[config.mk]
export PLATFORM = sky130hd
export DESIGN_NAME = sum_window_accum
export DESIGN_NICKNAME = d
export VERILOG_FILES = /design/src/rtl/sum_window_pkg.sv /design/src/rtl/sum_window_add.sv /design/src/rtl/sum_window_accum.sv
export SDC_FILE = /design/constraint.sdc
export NUM_CORES = 1
export LEC_CHECK = 0
export CAP_MARGIN = 30
export CELL_PAD_IN_SITES_DETAIL_PLACEMENT = 0
export CELL_PAD_IN_SITES_GLOBAL_PLACEMENT = 1
export CORE_MARGIN = 8
export CORE_UTILIZATION = 30
export CTS_CLUSTER_SIZE = 28
export DETAILED_ROUTE_END_ITERATION = 7
export PLACE_DENSITY_LB_ADDON = 0.15
export SYNTH_ARGS = -nofsm -noshare
export SYNTH_HDL_FRONTEND = slang
export SYNTH_SLANG_ARGS = --single-unit
export TNS_END_PERCENT = 50
[constraint.sdc]
create_clock -name Clk -period 5.1 [get_ports Clk]
set_input_delay 1.02 -clock Clk [delete_from_list [all_inputs] [get_ports Clk]]
set_output_delay 1.02 -clock Clk [all_outputs]
set_load 0.01 [all_outputs]
[src/rtl/sum_window_pkg.sv]
// Shared types and default widths for the windowed sum accumulator.
package sum_window_pkg;

  localparam int SW_DATAWIDTH = 32;
  localparam int SW_ACCWIDTH  = 40;
  localparam int SW_CNTWIDTH  = 8;

  typedef enum logic [1:0] {
    IDLE  = 2'd0,
    ACCUM = 2'd1,
    DONE  = 2'd2
  } state_t;

endpackage

[src/rtl/sum_window_add.sv]
// Accumulator adder: acc + zero-extended sample, combinational.
// SUM_WINDOW_SAT_EN: clamp at all-ones and flag overflow; otherwise wrap, ovf=0.
module sum_window_add
  import sum_window_pkg::*;
#(
  parameter int DATAWIDTH = SW_DATAWIDTH,
  parameter int ACCWIDTH  = SW_ACCWIDTH
) (
  input  logic [ACCWIDTH-1:0]  acc,
  input  logic [DATAWIDTH-1:0] sample,
  output logic [ACCWIDTH-1:0]  sum,
  output logic                 ovf
);

  logic [ACCWIDTH-1:0] ext;

  assign ext = ACCWIDTH'(sample);

`ifdef SUM_WINDOW_SAT_EN
  logic [ACCWIDTH:0] full;

  assign full = {1'b0, acc} + {1'b0, ext};
  // A saturated acc plus zero stays all-ones, so saturation holds naturally.
  assign ovf  = full[ACCWIDTH];
  assign sum  = ovf ? '1 : full[ACCWIDTH-1:0];
`else
  assign sum = acc + ext;
  assign ovf = 1'b0;
`endif

endmodule

[src/rtl/sum_window_accum.sv]
// Windowed accumulator: sums win_len samples, tracks max, holds result until taken.
// Build option SUM_WINDOW_SAT_EN selects saturating accumulation with sticky out_ovf.
module sum_window_accum
  import sum_window_pkg::*;
#(
  parameter int DATAWIDTH = SW_DATAWIDTH,
  parameter int ACCWIDTH  = SW_ACCWIDTH,
  parameter int CNTWIDTH  = SW_CNTWIDTH
) (
  input  logic                 Clk,
  input  logic                 Rst,
  input  logic                 start,
  input  logic [CNTWIDTH-1:0]  win_len,
  input  logic [DATAWIDTH-1:0] in_data,
  input  logic                 in_valid,
  output logic                 in_ready,
  output logic [ACCWIDTH-1:0]  out_sum,
  output logic [DATAWIDTH-1:0] out_max,
  output logic                 out_ovf,
  output logic                 out_valid,
  input  logic                 out_ready,
  output logic                 busy
);

  state_t               state, state_nxt;
  logic [CNTWIDTH-1:0]  len, cnt, cnt_inc;
  logic [ACCWIDTH-1:0]  acc, add_sum;
  logic [DATAWIDTH-1:0] mx, mx_nxt;
  logic                 ovf, add_ovf, ovf_nxt;
  logic                 accept, last, go;

  assign go      = start && (win_len != '0);
  assign accept  = in_valid && (state == ACCUM);
  assign cnt_inc = cnt + CNTWIDTH'(1);
  assign last    = accept && (cnt_inc == len);
  assign mx_nxt  = (in_data > mx) ? in_data : mx;
  assign ovf_nxt = ovf | add_ovf;

  sum_window_add #(
    .DATAWIDTH (DATAWIDTH),
    .ACCWIDTH  (ACCWIDTH)
  ) u_add (
    .acc    (acc),
    .sample (in_data),
    .sum    (add_sum),
    .ovf    (add_ovf)
  );

  always_ff @(posedge Clk or negedge Rst) begin
    if (!Rst) state <= IDLE;
    else      state <= state_nxt;
  end

  always_comb begin
    state_nxt = state;
    case (state)
      IDLE:    if (go)        state_nxt = ACCUM;
      ACCUM:   if (last)      state_nxt = DONE;
      DONE:    if (out_ready) state_nxt = IDLE;
      default:                state_nxt = IDLE;
    endcase
  end

  always_ff @(posedge Clk or negedge Rst) begin
    if (!Rst) begin
      len     <= '0;
      cnt     <= '0;
      acc     <= '0;
      mx      <= '0;
      ovf     <= 1'b0;
      out_sum <= '0;
      out_max <= '0;
      out_ovf <= 1'b0;
    end else begin
      case (state)
        IDLE: begin
          if (go) begin
            len <= win_len;
            cnt <= '0;
            acc <= '0;
            mx  <= '0;
            ovf <= 1'b0;
          end
        end
        ACCUM: begin
          if (accept) begin
            acc <= add_sum;
            mx  <= mx_nxt;
            cnt <= cnt_inc;
            ovf <= ovf_nxt;
            // Result registers only move on the closing sample, so DONE holds them.
            if (last) begin
              out_sum <= add_sum;
              out_max <= mx_nxt;
              out_ovf <= ovf_nxt;
            end
          end
        end
        default: ;
      endcase
    end
  end

  assign in_ready  = (state == ACCUM);
  assign out_valid = (state == DONE);
  assign busy      = (state != IDLE);

endmodule

==> summary.txt <==
Floorplan
  – Full die area: 0.0390 sq mm
  – Core footprint: 0.0325 sq mm
  – Die Ht: between 150 and 200 um
  – Row count: 66
  – Initial core utilization: 0.304
  – Die Span X: approximately 200 um
  – # IOs: around 120

Synthesis
  – Top FF cell, synth: dfrtp_1
  – Synth Area per Inst: a little under 9 sq um
  – Syn. warnings: 0
  – EDFF count, synth: 0
  – Register area share after synthesis: 0.410
  – FF+latch count, synth: 162
  – Syn Inst Count: 1112
  – Synth cell types: 64
  – Synth async-reset ratio: 1.00
  – Synthesized cell area: about 0.0099 sq mm
  – Syn Nets: 1223

Critical path
  – End of the worst register-to-register path: out_sum[34]
  – Slowest CP cell: clkdlybuf4s50_1
  – Critical Path Most Common Cell: o21ai_0
  – Crit-path max FO: 15
  – CP startpoint kind: input port
  – Worst r2r src: acc[0]
  – Element type at the critical path end: flop
  – CP required: 5.47 ns
  – Crit Path Category: in2reg
  – Crit-path cells: clkdlybuf4s50_1 > ha_1 > fa_1 > a211oi_1 > nor2_1 > o41ai_4 > a21oi_2 > o21ai_0 > a211o_1 > o21ai_0 > a31oi_1
  – Reg2reg path depth: 10
  – CP peak stage delay: around 0.52 ns
  – Critical Path AT: ~4.2 ns
  – Reg-to-reg slack, setup: 2.06 ns

STA
  – Fin. Hold Viols: 0
  – Worst hold slack: 0.426 ns
  – Final Max Slew Viols: 0
  – Final period util: 0.754
  – RSZ-0062 raised after global routing: no
  – Layout Skew: around 0.016 ns
  – Max-slew headroom: 0.356
  – Min cycle time layout: 3.85 ns
  – Measured slew at the worst slew-check pin: just under 1 ns
  – FMAX: 260 MHz
  – Final TNS setup: 0 ns
  – Final setup viols: 0

Place
  – DP HPWL: 21600 um
  – Port bufs: 119
  – Dpl cells: ~1.6k
  – Gpl congestion: roughly 0.78

Clock tree
  – CTS Hold Bufs: 0
  – Setup bufs post-CTS: 0
  – Clk slew on worst S/H paths: 0.07 ns
  – Cts repair resizes: 0
  – Cts bufs inserted: 17
  – CTS root buf: clkbuf_16
  – Clk sinks: 162
  – CTS Buffer Depth: 2
  – CTS tree: done
  – H-tree Lvls: 4
  – Worst-Skew Late Latency: 0.44 ns

Min path
  – Hold Crit Class: in2async

Pwr
  – Leak Pwr: 5.72 nW
  – Max IR drop VDD: 0.205 mV
  – Pwr/cell area: 590 mW/mm^2
  – PnR Total Power: 0.00718 W

Global routing
  – Initial antenna violation count: 0
  – Vias in the first global route: 8451
  – Largest net degree at the start of global routing: 98
  – GRT overflow: 0
  – First-pass GRT wire length: 48700 um
  – All-Layer GR Usage: 0.158

Detailed routing
  – Antenna-violating nets left: 0
  – Residual DRC: 0
  – 1st-iter DRT viols: 479
  – DR WL/cell: approximately 18 um
  – Vias: 8293
  – DR pass1 iterations: 5
  – DR vias/cell: 5.04
  – Final wirelength: 30100 um

Finish
  – P&R area growth vs syn: 23.2%
  – Register area: 0.00405 sq mm
  – Multi-input logic area: 0.00523 sq mm
  – Share of cells above drive strength 1: 0.0615
  – Antenna cells: 0
  – Post-Layout Cell Count: 1646
  – # nets final: 1302
  – Fill cells: 3289

Run status
  – Status: finished clean

Flow run
  – Max cap viols: 0
==> sequential cells by signal (all words and copies together) (netlist names) <==
signal / count
out_sum: 40
cnt: 8
out_max: 32
len: 8
state: 2
mx: 32
acc: 40
==> synthesized netlist by cell type, drive strengths merged (8+ instances only) <==
cell | number | area (sq um)
o21ai | 99 | 499
nand2 | 147 | 552
a31oi | 11 | 75.1
buf | 33 | 181
mux2 | 11 | 124
mux2i | 34 | 340
inv | 75 | 282
nor3 | 12 | 60.1
xnor2 | 23 | 201
a21o | 38 | 293
nor2 | 39 | 149
dfrtp | 162 | 4050
nand3 | 77 | 385
ha | 65 | 813
clkbuf | 42 | 160
nand4 | 57 | 357
o211ai | 36 | 270
a21oi | 46 | 234
xor2 | 18 | 158
and3 | 8 | 50.1
==> stage by stage <==
stage | worst slack [ns] | instance area [sq um] | util
floorplan | 1.82 | 9880 | -
global placement | 0.829 | 11500 | 0.354
detailed placement | 0.759 | 11500 | 0.354
CTS | 1.25 | 12100 | 0.374
global route | 1.06 | 12200 | 0.375
finish | 1.25 | 12200 | 0.375
==> power by group <==
part	internal, W	switching [W]	total, W
combinational	0.00155	0.00196	0.00350
sequential	0.00182	0.000394	0.00222
clock	0.000886	0.000569	0.00146
==> worst max-delay path: cells and delay by family <==
kind	cells	cell delay, ns
simple gates	1	0.13
compound gates	7	1.84
fa+ha+maj	2	0.70
buf+inv	1	0.52
==> cell families (layout without fill, tap and decap cells) <==
kind of cell    Yosys count  in the layout  share of synthesized area
compound gates          271            271                      0.176
xor+xnor                 41             41                     0.0363
fa+ha+maj                66             66                     0.0843
buf+inv                 150            242                     0.0631
flops                   162            162                      0.410
mux                      45             45                     0.0470
other cells               1              1                   0.000380
simple gates            376            376                      0.183
==> worst max path at each step <==
stage,from,to,slack (ns)
CTS,in_data[0],acc[20],1.25
floorplan,in_data[0],out_sum[26],1.82
finish,in_data[0],out_sum[34],1.25
global route,in_data[0],out_sum[20],1.06
detailed placement,in_data[0],out_sum[36],0.76
global placement,in_data[0],acc[20],0.83
==> area by class of cell <==
class                           count  share of cell area
Timing Repair Buffer              135               0.115
Inverter                           75              0.0231
Tap cell                          442              0.0454
Sequential cell                   162               0.333
Multi-Input combinational cell    800               0.430
Clock buffer                       20              0.0367
Clock inverter                     12              0.0170
==> placed cells by master (no fill, tap or decap), drive strengths merged, types with 4 or more instances in the layout <==
cell type	synthesis	routed
and3	8	8
dfrtp	162	162
a211oi	4	4
nor2b	6	6
or3	6	6
clkdlybuf4s50	0	118
nor4	6	6
o41ai	4	4
mux2	11	11
clkbuf	42	20
a21oi	46	46
xor2	18	18
nor3	12	12
a31oi	11	11
buf	33	17
o211ai	36	36
a21o	38	38
nand2	147	147
nand3	77	77
o21a	6	6
nor2	39	39
nand4	57	57
ha	65	65
bufinv	0	5
nand2b	5	5
a22o	5	5
clkinv	0	6
o21ai	99	99
o21bai	5	5
a211o	4	4
xnor2	23	23
mux2i	34	34
inv	75	75
==> per-layer routing <==
metal  share of wire  up-vias  track usage
met2            0.44      139        0.241
met3           0.036       20       0.0300
met1            0.52     4023        0.230
met4          0.0091        0       0.0332
li1                -     4111            -
met5               0        -            0
Power figures use the tool's default switching activity.
==> variant (same flow settings) <==
Make the reset (`Rst`) synchronous in 2 clocked blocks.
--- a/src/rtl/sum_window_accum.sv
+++ b/src/rtl/sum_window_accum.sv
@@ -47,5 +47,5 @@
   );
 
-  always_ff @(posedge Clk or negedge Rst) begin
+  always_ff @(posedge Clk) begin
     if (!Rst) state <= IDLE;
     else      state <= state_nxt;
@@ -62,5 +62,5 @@
   end
 
-  always_ff @(posedge Clk or negedge Rst) begin
+  always_ff @(posedge Clk) begin
     if (!Rst) begin
       len     <= '0;
Behaviour: differs if Rst is asserted again (counterexample within 4 cycles, from zero or initial values and one cycle with Rst low); with Rst held inactive, the same outputs for 4 cycles.
==> variant against the unedited design <==
  * Wire length shrank 2.8%
  * Final area is 7.5% lower
  * Critical endpoint is now out_max[30]$_SDFFE_PN0P_
  * Sequential cell count unchanged
  * First-iteration DRC count shrank 15%
  * Worst setup slack worse by 0.19 ns
  * Synthesized area is 6.3% lower
  * Sequential share of layout area down 4.5 points
Power is not compared: it rests on default switching activity, and its combinational part moved more than twofold at a synthesized area within 25%.
==> variant: results (changes against the unedited design) <==
global_route:
  grt_pass1_wl_microns: 47000  # was 48700 microns
  grt_max_degree: 65  # was 98
  track_usage_pct: 16.0  # was 15.8%
  first_global_vias: 8271  # was 8451
placed_design:
  hpwl_microns: 20700  # was 21600 microns
  placedCellCount: 1585  # was 1613
  dp_slack_ns: 0.544  # was 0.759 ns
logic_synthesis:
  synth_nets: 1247  # was 1223
  yosysUniqueCellTypes: 73  # was 64
  synthTopCellsByCount: "162 x dfxtp_1, 136 x nand2_1, 122 x a21oi_1"  # was 162 x dfrtp_1, 147 x nand2_1, 88 x o21ai_0
  ys_seq_area_share_pct: 35.0  # was 41.0%
  synthFlopType: "dfxtp_1"  # was dfrtp_1
  syn_area_per_cell_sq_um: 8.15  # was 8.88 sq um
  async_reset_ff_share_pct: 0  # was 100%
  synth_area_leaders: "dfxtp_1 35%, ha_1 8.8%, a21oi_1 6.6%"  # was dfrtp_1 41%, ha_1 8.2%, nand2_1 5.6%
critical_path:
  cp.arrival_ns: 4.33  # was 4.21 ns
  cp_max_fo: 24  # was 15
  crit_slowest_cell: "nor4_1"  # was clkdlybuf4s50_1
sta:
  slew_headroom_pct: 47.0  # was 35.6%
  finalHoldViolCount: 0  # unchanged
outcome:
  status: "finished clean"  # unchanged
hold_path:
  worstHoldPathType: "register to register"  # was primary input to async pin
detailed_routing:
  routed_wirelength_microns: 29300  # was 30100 microns
  num_vias: 8373  # was 8293
  wl_per_cell_microns: 18.1  # was 18.3 microns
cells_and_area:
  area_growth_pct: 21.7  # was 23.2%
power:
  vdd_drop_max_uv: 193
  p_leak_nw: 4.22
==> variant: final cells by class <==
cell class | count | area share [%]
Tap cell | 396 | 4.40
Sequential cell | 162 | 28.8
Timing Repair Buffer | 134 | 11.5
Clock buffer | 18 | 3.81
Inverter | 42 | 1.40
Clock inverter | 14 | 1.27
Multi-Input combinational cell | 851 | 48.8
==> variant: final timing paths <==
kind / depth (start not counted) / slack, ns / from / end
max: 11 / 1.06 / in_data[14] / out_max[30]$_SDFFE_PN0P_
min: 2 / 0.46 / out_sum[31]$_SDFFE_PN0P_ / out_sum[31]$_SDFFE_PN0P_
max reg2reg: 11 / 1.84 / mx[14]$_SDFFE_PN0P_ / out_max[30]$_SDFFE_PN0P_
min reg2reg: 2 / 0.46 / out_sum[31]$_SDFFE_PN0P_ / out_sum[31]$_SDFFE_PN0P_
==> variant: power groups by stage <==
stage / logic, W / clock network [W] / registers [W]
6_report: 0.000506 / 0.00129 / 0.00131
3_5_place_dp: 0.000507 / 0 / 0.00134
4_1_cts: 0.000511 / 0.00134 / 0.00131
5_1_grt: 0.000564 / 0.00138 / 0.00132
2_1_floorplan: 0.000327 / 0 / 0.00134
3_3_place_gp: 0.000511 / 0 / 0.00134
==> variant: kinds of logic (layout without fill, tap and decap cells) <==
logic type	Yosys count	count (layout)	share of synthesized area (%)
other	1	1	0.0405
XOR/XNOR	40	40	3.86
AND/OR/NAND/NOR	368	368	19.3
adder cells (fa/ha/maj)	66	66	9.00
buffers and inverters	123	208	5.78
flip-flops	162	162	35.0
AO/OA/AOI/OAI	342	342	23.3
multiplexers	34	34	3.68
==> variant: routing by layer <==
metal	share of wire [%]	global-route usage, %	up-vias
met5	0	0	-
met4	0.94	3.40	0
met3	3.4	3.18	20
met2	46	26.1	116
met1	49	21.4	3974
li1	-	-	4263
